## src/rtl/display_scan_ctrl.sv

```systemverilog
// Four-digit multiplexed 7-segment scan controller: walks AN_SEL Letters->Ones,
// inserts an all-dark guard after every digit change and blanks leading zeros.
module display_scan_ctrl #(
  parameter int unsigned REFRESH_DIV = 50000,
  parameter int unsigned GUARD       = 16,
  parameter bit          BLANK_EN    = 1'b1
) (
  input  logic       clk,
  input  logic       rst,
  input  logic       en,
  input  logic [3:0] digit_BCD,
  output logic [1:0] AN_SEL,
  output logic [3:0] AN,
  output logic [6:0] SEG,
  output logic       frame_done
);

  localparam logic [19:0] CNT_LAST = 20'(REFRESH_DIV - 1);
  localparam logic [19:0] CNT_CAP  = 20'(GUARD - 1);

  logic [19:0] cnt_q, cnt_d;
  logic [1:0]  sel_q, sel_d;
  logic [3:0]  an_q, an_d;
  logic [6:0]  seg_q, seg_d;
  logic        fd_q, fd_d;
  logic        lz_q, lz_d;
  logic        digit_zero;
  logic        blank;

  function automatic logic [6:0] decode(input logic [3:0] v);
    case (v)
      4'h0:    decode = 7'b1000000;
      4'h1:    decode = 7'b1111001;
      4'h2:    decode = 7'b0100100;
      4'h3:    decode = 7'b0110000;
      4'h4:    decode = 7'b0011001;
      4'h5:    decode = 7'b0010010;
      4'h6:    decode = 7'b0000010;
      4'h7:    decode = 7'b1111000;
      4'h8:    decode = 7'b0000000;
      4'h9:    decode = 7'b0010000;
      4'hA:    decode = 7'b0001000;
      4'hB:    decode = 7'b0000011;
      4'hC:    decode = 7'b1000110;
      4'hD:    decode = 7'b0100001;
      4'hE:    decode = 7'b0000110;
      default: decode = 7'b0001110;
    endcase
  endfunction

  assign digit_zero = (digit_BCD == 4'h0);
  // Hundreds is scanned before Tens, so lz carries "hundreds was blank" forward.
  assign blank = BLANK_EN && digit_zero &&
                 ((sel_q == 2'b10) || ((sel_q == 2'b01) && lz_q));

  always_comb begin
    cnt_d = cnt_q;
    sel_d = sel_q;
    an_d  = an_q;
    seg_d = seg_q;
    fd_d  = 1'b0;
    lz_d  = lz_q;
    if (!en) begin
      cnt_d = 20'd0;
      sel_d = 2'b11;
      an_d  = 4'hF;
      seg_d = 7'h7F;
      lz_d  = 1'b0;
    end else if (cnt_q == CNT_LAST) begin
      cnt_d = 20'd0;
      an_d  = 4'hF;
      sel_d = sel_q - 2'd1;
      fd_d  = (sel_q == 2'b00);
    end else begin
      cnt_d = cnt_q + 20'd1;
      // Segments and anode update together so a lit digit never shows stale data.
      if (cnt_q == CNT_CAP) begin
        seg_d = blank ? 7'h7F : decode(digit_BCD);
        an_d  = ~(4'b0001 << sel_q);
        if (BLANK_EN) begin
          if (sel_q == 2'b10)      lz_d = digit_zero;
          else if (sel_q == 2'b01) lz_d = 1'b0;
        end
      end
    end
  end

  always_ff @(posedge clk or posedge rst) begin
    if (rst) begin
      cnt_q <= 20'd0;
      sel_q <= 2'b11;
      an_q  <= 4'hF;
      seg_q <= 7'h7F;
      fd_q  <= 1'b0;
      lz_q  <= 1'b0;
    end else begin
      cnt_q <= cnt_d;
      sel_q <= sel_d;
      an_q  <= an_d;
      seg_q <= seg_d;
      fd_q  <= fd_d;
      lz_q  <= lz_d;
    end
  end

  assign AN_SEL     = sel_q;
  assign AN         = an_q;
  assign SEG        = seg_q;
  assign frame_done = fd_q;

endmodule

```

## config.mk

```make
export PLATFORM = sky130hd
export DESIGN_NAME = display_scan_ctrl
export DESIGN_NICKNAME = d
export VERILOG_FILES = /design/src/rtl/display_scan_ctrl.sv
export SDC_FILE = /design/constraint.sdc
export NUM_CORES = 1
export LEC_CHECK = 0
export BUFFER_PORTS_ARGS = -buffer_cell sky130_fd_sc_hd__buf_2
export CAP_MARGIN = 20
export CORE_ASPECT_RATIO = 0.9
export CORE_MARGIN = 3
export CORE_UTILIZATION = 60
export CTS_CLUSTER_SIZE = 28
export DETAILED_ROUTE_END_ITERATION = 16
export PLACE_DENSITY_LB_ADDON = 0.25
export RECOVER_POWER = 50
export SLEW_MARGIN = 20
export SYNTH_ARGS = -nofsm -noshare
export SYNTH_HDL_FRONTEND = slang
export SYNTH_SLANG_ARGS = --single-unit
```

## constraint.sdc

```tcl
create_clock -name clk -period 5.1 [get_ports clk]
set_input_delay 0.765 -clock clk [delete_from_list [all_inputs] [get_ports clk]]
set_output_delay 0.765 -clock clk [all_outputs]
set_load 0.02 [all_outputs]
```

* Word-level counts from Yosys, hierarchy flattened
Memory sizes are Yosys's and may differ from the RTL's.
Index checks and enable logic that the tools add are counted.
** Storage, ports and cells
- Bits in read-only memories :: 112
- Output and inout bits :: 14
- Input port bits :: 7
- Word-level logic and storage cells :: 45
- Memories kept :: 1
- Bits in registers :: 35
** Memory list
- (no name shown) :: words 16, bits a word 7, rd ports 1, clocked after memory_dff 0, wr ports 0, line 31 : case (v)
** Operators by class
- Bitwise gates (word level) :: 1
- Add/subtract/negate cells :: 2
- Eq/ne operators :: 9
- Multiplexer cells :: 18
- Reduce and logical (&&, ||, !) cells :: 7
- Shifts and indexed selects :: 1
** Operators by type and width (number)
- two-way mux 20 bit :: 2
- two-way mux 7 bit :: 4
- adder 20 x 1 -> 20 bit, second input constant :: 1
- equality test 20 x 16 -> 1 bit, second input constant :: 1
- equality test 20 x 4 -> 1 bit, second input constant :: 1
- two-way mux 4 bit :: 3
- two-way mux 1 bit :: 7
- != test 3 x 1 -> 1 bit, second input constant :: 2
- logical NOT 4 bit :: 1
- two-way mux 2 bit :: 2
- != test 2 x 1 -> 1 bit, second input constant :: 2
- NOT 4 bit :: 1
- left shift 1 x 2 -> 4 bit, first input constant :: 1
- AND reduction 3 bit :: 1
- equality test 2 x 1 -> 1 bit, second input constant :: 1
- equality test 2 bit, second input constant :: 1
- logical AND 1 bit :: 2
- logical NOT 2 bit :: 1
- != test 2 bit, second input constant :: 1
- AND reduction 2 bit :: 1
- subtractor 2 x 1 -> 2 bit, second input constant :: 1
- logical OR 1 bit :: 1

* Longest topological paths before layout
Gate-level depths: netlist of run 1.
- Depth in word-level cells :: 8
- Depth in mapped cells :: 6
- Depth with buffers taken out :: 6

* Least setup slack after synthesis of run 1
No wires, ideal clock.
- Path kind :: input port to flip-flop
- Start :: input digit_BCD[0]
- End :: register seg_q[2] (netlist: SEG[2])
- Library setup time :: 0.075 ns
- Slack :: 2.977 ns
- Stages :: 6
- Data required time :: 5.025 ns
- Path buffers :: 0
- Arrival :: 2.048 ns
- Cells stage by stage :: inv_1 ha_1 or3b_2 o21ai_1 a221oi_1 mux2i_1
** Between the ends
- Longest elaborated chain between the ends :: 6
- Elaborated cells on any way between the ends :: 7
- Classes of those cells :: 4 x mux; 2 x reduce/logical; 1 x memory
** Ends and longest elaborated chain
- start, declared :: line 11 : input logic [3:0] digit_BCD,
- parallel branches: the longest is 2 deep, another holds memory (16 x 7 bit)
- two-way mux 7 bit (*) :: line 78 : seg_d = blank ? 7'h7F : decode(digit_BCD);
- two-way mux 7 bit (*) :: line 77 : if (cnt_q == CNT_CAP) begin
- two-way mux 7 bit (*) :: line 69 : end else if (cnt_q == CNT_LAST) begin
- two-way mux 7 bit (*) :: line 63 : if (!en) begin
- end signal, assigned :: line 100 : seg_q <= seg_d;
- end, declared :: line 24 : logic [6:0] seg_q, seg_d;
Mark *: on every way between the ends. The select of a mux whose other input is x is not followed.
A chain may end at the register's enable or synchronous reset.

* Final worst setup path of run 1
- Start :: register cnt_q[0]
- End :: register cnt_q[13]
** Between the ends
- Longest elaborated chain between the ends :: 3
- Elaborated cells on any way between the ends :: 4
- Classes of those cells :: 1 x add/sub; 1 x eq/ne; 2 x mux
** Ends and longest elaborated chain
- start, declared :: line 21 : logic [19:0] cnt_q, cnt_d;
- start signal, assigned :: line 97 : cnt_q <= cnt_d;
- adder 20 x 1 -> 20 bit or equality test 20 x 16 -> 1 bit (tied branches) :: line 75, 69
- two-way mux 20 bit (*) :: line 69
- two-way mux 20 bit (*) :: line 63
- named net cnt_d[13] :: line 21
Mark *: on every way through the listed nets, which the timed path passes. The rest lies on a longest branch.

==> impl_results.md, run 1 <==
* Worst Setup EP: cnt_q[13]
* Reg-to-Reg Start: cnt_q[0]
* Clk Latency, worst-skew pair at 290 ps
* P_sw at 0.122 mW
* Sequential share of power at 54.0%
* Final min period at 2230 ps
* Startpoint types: flop
* Total power at 0.522 mW
* Die Height at 61.8 µm
* Number of global-route vias before repair at 1497
* Clock sink count at 35
* Worst Tran Pin Value at 1800 ps
* CP arrival at 2370 ps
* Die Area at 4200 µm²
* Leak Pwr at 0.951 nW
* CP startpoint: cnt_q[0]
* Mean routed wirelength per cell at 15.1 µm
* Outcome: finished, violations left
* Max Slew Vio Count at 36
* Vias at 1579
* Reg2reg path depth at 5
* Setup TNS at 0 ps
* Clk slew on worst S/H paths at 70 ps
* Failing checks: capacitance limit, slew limit
* Area contributors post-synth: dfrtp_1 (27%), dfstp_2 (16%), ha_1 (6.6%), xnor2_1 (5.9%), mux2i_1 (4.8%)
* Fmax at 449 MHz
* Hold Path Class: flop to flop
* Top cell type's share of synthesized area at 26.5%
* Die Wd at 68 µm
* Crit path max fanout at 19
* Initial drt markers at 118
* Area leader, netlist: dfrtp_1
* Detailed Routing Iterations Pass 1 at 5
* CP Class: flop to flop
* GR Overflow Total at 0
* Vias per cell at 5.85
* Synth Cell Area at 2080 µm²
* Yosys reg bits at 35
* GPL Wtd Cong at 0.865
* Critical path capture point type: flop
* I/O Buffers at 20
* Ys flop type: dfrtp_1
* Initial Utilization at 65.2%
* Register area at 892 µm²
* Unrepaired setup endpoints after global routing: false
* Critical Path, Cell by Cell: ha_1 -> and3_1 -> nand4_1 -> o21ai_2 -> nor2_1
* I/O Pins at 21
* CTS hold repair buffers at 0
* Req. time, crit path at 5240 ps
* Max-cap violations at 1
* Final Hold Vio Count at 0
* Avg Cell Area, Syn at 9.98 µm²
* Sequential element share of the synthesized area at 43.0%
* CTS resizes at 0
* Number of synthesized flops with an enable pin at 0
* Multi-input combinational cell area at 1070 µm²
* Post-route clock period utilization at 43.7%
* P_int at 0.400 mW
* Nets@finish at 245
* Filler instances at 262
* Max VDD drop at 0.212 mV
* First-pass GRT wire length at 6650 µm
* Syn_nets at 226
* Initial antenna violation count at 0
* Maximum clock path buffer count at 2
* Worst Skew at 5.39 ps
* CP max-delay cell: o21ai_2
* Async set-reset flop share out of synthesis at 100%
* R2r setup slk at 2870 ps
* CTS buffer count at 5
* Setup Fix Bufs, Post-CTS at 0
* Diodes inserted at 0
* Layout cell share with drive strength beyond 1 at 20.2%
* Synth cell types at 45
* Reg2reg end: cnt_q[13]
* Pin count of the biggest net entering global routing at 36
* CP max stage delay at 760 ps
* Cell count after placement at 262
* Final core occ at 70.8%
* Routed Antenna Nets at 0
* DRC at 0
* HPWL Detailed at 2960 µm
* P&R area growth vs syn at 8.68%
* Final Non-Filler Cells at 270
* Top-count cell post-synth: nor2_1
* Synthesized netlist cell count at 208
* PwrDens at 231 nW/µm²
* All-Layer GR Usage at 21.7%
* Top cells by count, synth: nor2_1 (26), dfrtp_1 (22), xnor2_1 (14)
* Logic pwr share at 7.1%
* Root Driver: clkbuf_8
* Slew margin rel. at -19.7%
* Net Sw Frac at 23.3%
* Final setup fails at 0
* # rows at 19
* Total wire length at 4060 µm
* Clock power share at 38.8%
* TritonCTS clock tree: built
* Synth warn at 0
* Core ar. at 3190 µm²
* CTS H-tree lvls at 2
==> flip-flops by register name, summed over array words and instances, names as in the netlist <==
name,flops
AN,4
AN_SEL,2
SEG,7
cnt_q,20
frame_done,1
lz_q,1
==> stage by stage <==
stage          instance area, µm²  setup WS (ps)  hold slack [ps]
6_report                     2260           2870              496
5_1_grt                      2260           2570              523
4_1_cts                      2280           2890              502
3_5_place_dp                 2190           2590              493
3_3_place_gp                 2190           2730              472
2_1_floorplan                2080           2980              455
==> cell type report <==
type                    instances  share of cell area [%]
inverters                      12                    2.00
clock inverters                 2                   0.499
repair buffers                 21                    4.38
multi-input cells             152                    47.6
well taps                      42                    2.33
flip-flops and latches         35                    39.5
clock buffers                   6                    3.66
==> worst min-delay path by stage <==
stage	endpoint	start	depth (start not counted)
final	cnt_q[0]	cnt_q[0]	1
after global routing	AN[2]	AN[2]	1
after CTS	cnt_q[0]	cnt_q[0]	1
after detailed placement	cnt_q[0]	cnt_q[0]	1
after global placement	cnt_q[0]	cnt_q[0]	1
after floorplan	cnt_q[0]	cnt_q[0]	1
==> worst max-delay path: cells and delay by family (launching register included) <==
kind            cells  cell delay (ps)
fa+ha+maj           1              210
compound gates      1              760
simple gates        3              710
flops               1              390
==> layer usage <==
layer / vias to the layer above / part of all wire, % / global-route usage, %
met1: 762 / 44 / 27.2
met3: 8 / 5.1 / 4.86
met2: 41 / 49 / 35.0
met5: - / 0 / 0
li1: 768 / - / -
met4: 0 / 1.8 / 11.9
==> power by group through the flow <==
stage | sequential (mW) | combinational, mW | clock [mW]
after detailed placement | 0.287 | 0.0377 | 0
after global placement | 0.287 | 0.0359 | 0
after CTS | 0.282 | 0.0378 | 0.209
after floorplan | 0.286 | 0.0281 | 0
final | 0.282 | 0.0372 | 0.203
after global routing | 0.282 | 0.0417 | 0.225
==> cell families after synthesis <==
family,after synthesis,share of synthesized area (%)
AOI/OAI and AO/OA,25,8.26
xor gates and xnor gates,15,6.33
adders and majority gates,11,6.63
buffers and inverters,21,4.58
DFF,35,43.0
muxes,12,6.45
and+or+nand+nor,89,24.8
==> layout by cell type (no fill, tap or decap), types with 5 or more instances in the layout <==
cell type | synthesis | routed
nor3_1 | 8 | 8
a21oi_1 | 5 | 5
nand3_1 | 8 | 8
nor4_1 | 5 | 5
dfrtp_1 | 22 | 22
buf_2 | 1 | 16
nand2_1 | 9 | 9
nor2b_1 | 8 | 8
nor2_1 | 26 | 26
clkbuf_1 | 6 | 5
nand4_1 | 6 | 7
mux2i_1 | 10 | 10
inv_1 | 12 | 12
ha_1 | 11 | 11
dfstp_2 | 13 | 13
clkbuf_8 | 0 | 6
xnor2_1 | 14 | 14
No activity file was read; power rests on OpenSTA's default activity.
==> run 2: changes to the inputs <==
--- a/config.mk
+++ b/config.mk
@@ -9,7 +9,7 @@
 export CAP_MARGIN = 20
 export CORE_ASPECT_RATIO = 0.9
 export CORE_MARGIN = 3
-export CORE_UTILIZATION = 60
+export CORE_UTILIZATION = 53
 export CTS_CLUSTER_SIZE = 28
 export DETAILED_ROUTE_END_ITERATION = 16
 export PLACE_DENSITY_LB_ADDON = 0.25
==> constraint.sdc (replaced) <==
create_clock -name clk -period 2 [get_ports clk]
set_input_delay 0.3 -clock clk [delete_from_list [all_inputs] [get_ports clk]]
set_output_delay 0.3 -clock clk [all_outputs]
set_load 0.02 [all_outputs]
==> impl_results.md, run 2 (synthesis results as in run 1) <==
* Outcome: finished clean
* I/O Buffers at 20 (unchanged)
* Total power at 1.30 mW (+150%)
* Pin count of the biggest net entering global routing at 36 (unchanged)
* Filler instances at 291 (+11%)
* Total wire length at 3870 µm (-4.8%)
* Final core occ at 66.7% (-4.2 points)
* Clk Latency, worst-skew pair at 290 ps (about the same)
* Largest Register: cnt_q
* Critical path capture point type: flop
* Most used routing layer: met1
* Unrepaired setup endpoints after global routing: false
* Initial drt markers at 120 (+1.7%)
* P_sw at 0.306 mW (+150%)
* Die Height at 65.4 µm (+5.8%)
* Root Driver: clkbuf_8
* Die Area at 4700 µm² (+12%)
* Net Sw Frac at 23.5% (+0.22 points)
* PwrDens at 549 nW/µm² (+140%)
* CP Class: flop to flop
* WHS at 251 ps (-244 ps)
* Worst Tran Pin Value at 838 ps (-957 ps)
* Mean routed wirelength per cell at 13.6 µm (-9.8%)
* Clk slew on worst S/H paths at 70 ps (about the same)
* Final setup fails at 0 (unchanged)
* Leak Pwr at 1.02 nW (+7.0%)
* CP arrival at 2090 ps (-280 ps)
* Initial antenna violation count at 0 (unchanged)
* GR Overflow Total at 0 (unchanged)
* Finished Cell Area at 2370 µm² (+5.0%)
* Diodes inserted at 0 (unchanged)
* Max VDD drop at 0.476 mV (+120%)
* P&R area growth vs syn at 14.1%
* First-pass GRT wire length at 6740 µm (+1.4%)
* TritonCTS clock tree: built
* GPL Wtd Cong at 0.856 (-1.1%)
* Final Non-Filler Cells at 285 (+5.6%)
* Vias at 1601 (+1.4%)
* CP startpoint: cnt_q[9]
* Clock power share at 37.2% (-1.6 points)
* Req. time, crit path at 2220 ps (-3020 ps)
* Number of global-route vias before repair at 1457 (-2.7%)
* Nets@finish at 258 (+5.3%)
* # rows at 20 (+1)
* Core ar. at 3550 µm² (+12%)
* Slew margin rel. at 44.1% (+64 points)
* DRC at 0 (unchanged)
* Setup WS post-layout at 130 ps (-2740 ps)
* Startpoint types: flop
* Max Slew Vio Count at 0 (-100%)
* Max reg flops at 20 (unchanged)
* CTS resizes at 0 (unchanged)
* Commonest non-fill, non-tap cell in the layout: nor2_1
* Routed Antenna Nets at 0 (unchanged)
* Maximum clock path buffer count at 2 (unchanged)
* P_int at 0.994 mW (+150%)
* Clock sink count at 35 (unchanged)
* CTS hold repair buffers at 0 (unchanged)
* I/O Pins at 21 (unchanged)
* Die Wd at 72.0 µm (+5.8%)
* Layout cell share with drive strength beyond 1 at 23.7% (+3.5 points)
* HPWL Detailed at 2740 µm (-7.5%)
* Vias per cell at 5.62 (-3.9%)
* Worst Skew at 5.99 ps (+0.599 ps)
* Reg2reg path depth at 4 (-1)
* CTS buffer count at 5 (unchanged)
* Met2 Resource Use GR at 26.5% (-8.5 points)
* Hold Path Class: input port to asynchronous set/reset pin
* R2r setup slk at 130 ps (-2740 ps)
* Logic pwr share at 7.4% (+0.3 points)
* Crit path max fanout at 6 (-13)
* Final min period at 1870 ps (-357 ps)
* Dpl ws at 115 ps (-2470 ps)
* CTS H-tree lvls at 2 (unchanged)
* GR Layer Usage met3 at 5.96% (+1.1 points)
* Reg-to-Reg Start: cnt_q[9]
* Initial Utilization at 58.4% (-6.7 points)
* Cell count after placement at 274 (+4.6%)
* Setup TNS at 0 ps (unchanged)
* Reg2reg end: AN[2]
* Max-cap violations at 0 (-1)
* Sequential share of power at 55.3% (+1.3 points)
* Most frequent cells in the layout: nor2_1 (26), dfrtp_1 (22), xnor2_1 (14), dfstp_2 (13), buf_2 (13)
* Global routing met1 resource utilization at 26.8% (-0.35 points)
* Detailed Routing Iterations Pass 1 at 4 (-1)
* All-Layer GR Usage at 18.3% (-3.4 points)
* Fmax at 535 MHz (+19%)
* Final Hold Vio Count at 0 (unchanged)
* DP Area at 2260 µm² (+3.5%)
* Post-route clock period utilization at 93.5% (+50 points)
run 2: repair_timing:
action	CTS	global route
setup buffers	0	3
setup endpoints to repair	0	1
hold endpoints to repair	0	0
run 2: critical path, stage by stage, from the launching register on:
cell and delay (ps):
dfrtp_1 430, or4_1 580, or3_4 430, buf_4 160
o22a_1 200
run 2: how the worst max path moves through the flow:
| stage | end | slack [ps] |
|---|---|---|
| 6_report | AN[2] | 130 |
| 5_1_grt | lz_q | 50 |
| 4_1_cts | lz_q | 130 |
| 3_5_place_dp | lz_q | 120 |
| 3_3_place_gp | lz_q | 180 |
| 2_1_floorplan | AN[1] | 240 |
run 2: power by group through the flow:
stage,clock [mW],sequential (mW),combinational [mW]
finish,0.484,0.719,0.0967
global route,0.539,0.719,0.111
CTS,0.499,0.719,0.0989
detailed placement,0,0.731,0.0981
global placement,0,0.731,0.0966
floorplan,0,0.730,0.0717
run 2: cell type report:
| cell class | instances | area, µm² | area share [%] |
|---|---|---|---|
| Multi-Input combinational cell | 152 | 1090 | 46.0 |
| Sequential cell | 35 | 892 | 37.7 |
| Inverter | 12 | 45.0 | 1.90 |
| Timing Repair Buffer | 34 | 206 | 8.72 |
| Clock buffer | 7 | 76.3 | 3.22 |
| Tap cell | 44 | 55.1 | 2.32 |
| Clock inverter | 1 | 5.00 | 0.211 |
run 2: metal layers:
layer  vias up  part of all wire, %
li1        801                    -
met3         4                  6.4
met2        43                   44
met4         0                 0.44
met1       753                   49
met5         -                    0
==> run 3: changes to the inputs <==
==> constraint.sdc (replaced) <==
create_clock -name clk -period 2 [get_ports clk]
set_input_delay 0.1 -clock clk [delete_from_list [all_inputs] [get_ports clk]]
set_output_delay 0.1 -clock clk [all_outputs]
set_load 0.02 [all_outputs]
==> impl_results.md, run 3 (synthesis results as in run 1) <==
* Outcome: finished clean
* Fmax at 535 MHz (+0.10%)
* Initial Utilization at 58.4% (unchanged)
* CP max-delay cell: or4_1
* GR Layer Usage met3 at 4.89% (-1.1 points)
* Met2 Resource Use GR at 27.3% (+0.80 points)
* I/O Pins at 21 (unchanged)
* Total power at 1.38 mW (+6.3%)
* Final setup fails at 0 (unchanged)
* Die Area at 4700 µm² (unchanged)
* GR Overflow Total at 0 (unchanged)
* CP Class: flop to flop
* Dpl ws at 116 ps (+0.430 ps)
* Max-cap violations at 0 (unchanged)
* GPL Wtd Cong at 0.894 (+4.5%)
* Worst hold endpoint: AN_SEL[0]
* Critical path buffers and inverters at 0 (-1)
* Initial antenna violation count at 0 (unchanged)
* R2r setup slk at 130 ps (about the same)
* First-pass GRT wire length at 7130 µm (+5.8%)
* Worst Skew at 6.69 ps (+0.697 ps)
* Critical Path, Cell by Cell: or4_1 -> or3_4 -> o32ai_1
* Diodes inserted at 0 (unchanged)
* Final Non-Filler Cells at 282 (-1.1%)
* Global routing met1 resource utilization at 28.1% (+1.3 points)
* CTS H-tree lvls at 2 (unchanged)
* Total wire length at 3970 µm (+2.6%)
* # rows at 20 (unchanged)
* Die Wd at 72.0 µm (unchanged)
* I/O Buffers at 20 (unchanged)
* All-Layer GR Usage at 19.1% (+0.80 points)
* Leak Pwr at 1.01 nW (-0.84%)
* Crit path max-delay family: simple AND/OR/NAND/NOR gates
* Maximum clock path buffer count at 2 (unchanged)
* Slew margin rel. at 43.8% (-0.30 points)
* Commonest non-fill, non-tap cell in the layout: nor2_1
* CTS buffer count at 5 (unchanged)
* CP max stage delay at 580 ps (about the same)
* Number of global-route vias before repair at 1539 (+5.6%)
* Pin count of the biggest net entering global routing at 36 (unchanged)
* Reg2reg end: lz_q
* Initial drt markers at 108 (-10%)
* Post-route clock period utilization at 93.4% (-0.097 points)
* Startpoint types: flop
* Setup Fix Bufs, Post-CTS at 0 (unchanged)
* P&R area growth vs syn at 14.1% (unchanged)
* Clk slew on worst S/H paths at 70 ps (about the same)
* Setup TNS at 0 ps (unchanged)
* Setup WS post-layout at 131 ps (+1.95 ps)
* Filler instances at 293 (+0.69%)
* Hold Startpoint: en
* Die Height at 65.4 µm (unchanged)
* Clock sink count at 35 (unchanged)
* Reg-to-Reg Start: cnt_q[9]
* Max VDD drop at 0.472 mV (-0.96%)
* Most used routing layer: met1
* Multi-input combinational cell area at 1090 µm² (+0.12%)
* Core ar. at 3550 µm² (unchanged)
* Most frequent cells in the layout: nor2_1 (26), dfrtp_1 (22), xnor2_1 (14), dfstp_2 (13), buf_2 (13)
* Clk Latency, worst-skew pair at 280 ps (about the same)
* Reg2reg path depth at 3 (-1)
* Vias per cell at 5.72 (+1.8%)
* Routed Antenna Nets at 0 (unchanged)
* Hold depth at 2
* Detailed Routing Iterations Pass 1 at 4 (unchanged)
* Root Driver: clkbuf_8
* Crit path max fanout at 12 (+6)
* Req. time, crit path at 2190 ps (-30 ps)
* CP arrival at 2060 ps (-30 ps)
* Final Hold Vio Count at 0 (unchanged)
* Critical path capture point type: flop
* Hold Path Class: input port to flop
* Largest Register: cnt_q
* TritonCTS clock tree: built
* Nets@finish at 255 (-1.2%)
* Unrepaired setup endpoints after global routing: false
* Worst Tran Pin Value at 842 ps (+4.53 ps)
* DRC at 0 (unchanged)
* Mean routed wirelength per cell at 14.1 µm (+3.7%)
* PwrDens at 584 nW/µm² (+6.3%)
* Final min period at 1870 ps (-1.95 ps)
* Max reg flops at 20 (unchanged)
* Max Slew Vio Count at 0 (unchanged)
* Vias at 1613 (+0.75%)
* HPWL Detailed at 2800 µm (+2.3%)
* Layout cell share with drive strength beyond 1 at 23.1% (-0.54 points)
* Cell count after placement at 273 (-0.36%)
* Register area at 892 µm² (unchanged)
-- run 3: routing by layer --
metal	vias up	part of all wire (%)
met2	47	43
met1	761	50
met5	-	0
met4	0	1.5
li1	796	-
met3	9	5.7
-- run 3: worst reg2reg max path, stage by stage (launching register included) --
cell and delay [ps]:
dfrtp_1 440, or4_1 580, or3_4 460, o32ai_1 290
-- run 3: timing repair --
| action | in CTS | in global routing |
|---|---|---|
| endpoints found under the setup margin | 0 | 1 |
| endpoints found under the hold margin | 22 | 0 |
| hold buffers | 1 | 0 |
| resized for setup | 0 | 1 |
-- run 3: layout make-up --
type                            instances  share of cell area (%)
Multi-Input combinational cell        152                    46.0
Timing Repair Buffer                   31                    7.87
Tap cell                               44                    2.32
Sequential cell                        35                    37.7
Inverter                               12                    1.90
Clock buffer                            8                    4.23
-- run 3: worst max path at each step --
stage | startpoint | endpoint | slack (ps) | cells past startpoint
5_1_grt | cnt_q[9] | lz_q | 10 | 3
6_report | cnt_q[9] | lz_q | 130 | 3
3_3_place_gp | cnt_q[0] | lz_q | 190 | 5
3_5_place_dp | cnt_q[0] | lz_q | 120 | 5
2_1_floorplan | cnt_q[0] | AN[1] | 240 | 6
4_1_cts | cnt_q[0] | lz_q | 130 | 5
-- run 3: per-stage QoR --
stage / util (%) / area, µm² / hold WS (ps)
after floorplan: - / 2080 / 245
after global placement: 63.8 / 2270 / 215
after detailed placement: 63.8 / 2270 / 224
after CTS: 66.9 / 2380 / 184
after global routing: 66.7 / 2370 / 194
final: 66.7 / 2370 / 199
-- run 3: power by group --
part           leakage, nW  total, mW  internal (mW)  switching, mW
registers            0.442      0.719          0.714        0.00475
logic                0.516      0.100         0.0388         0.0613
clock network       0.0515      0.563          0.314          0.249
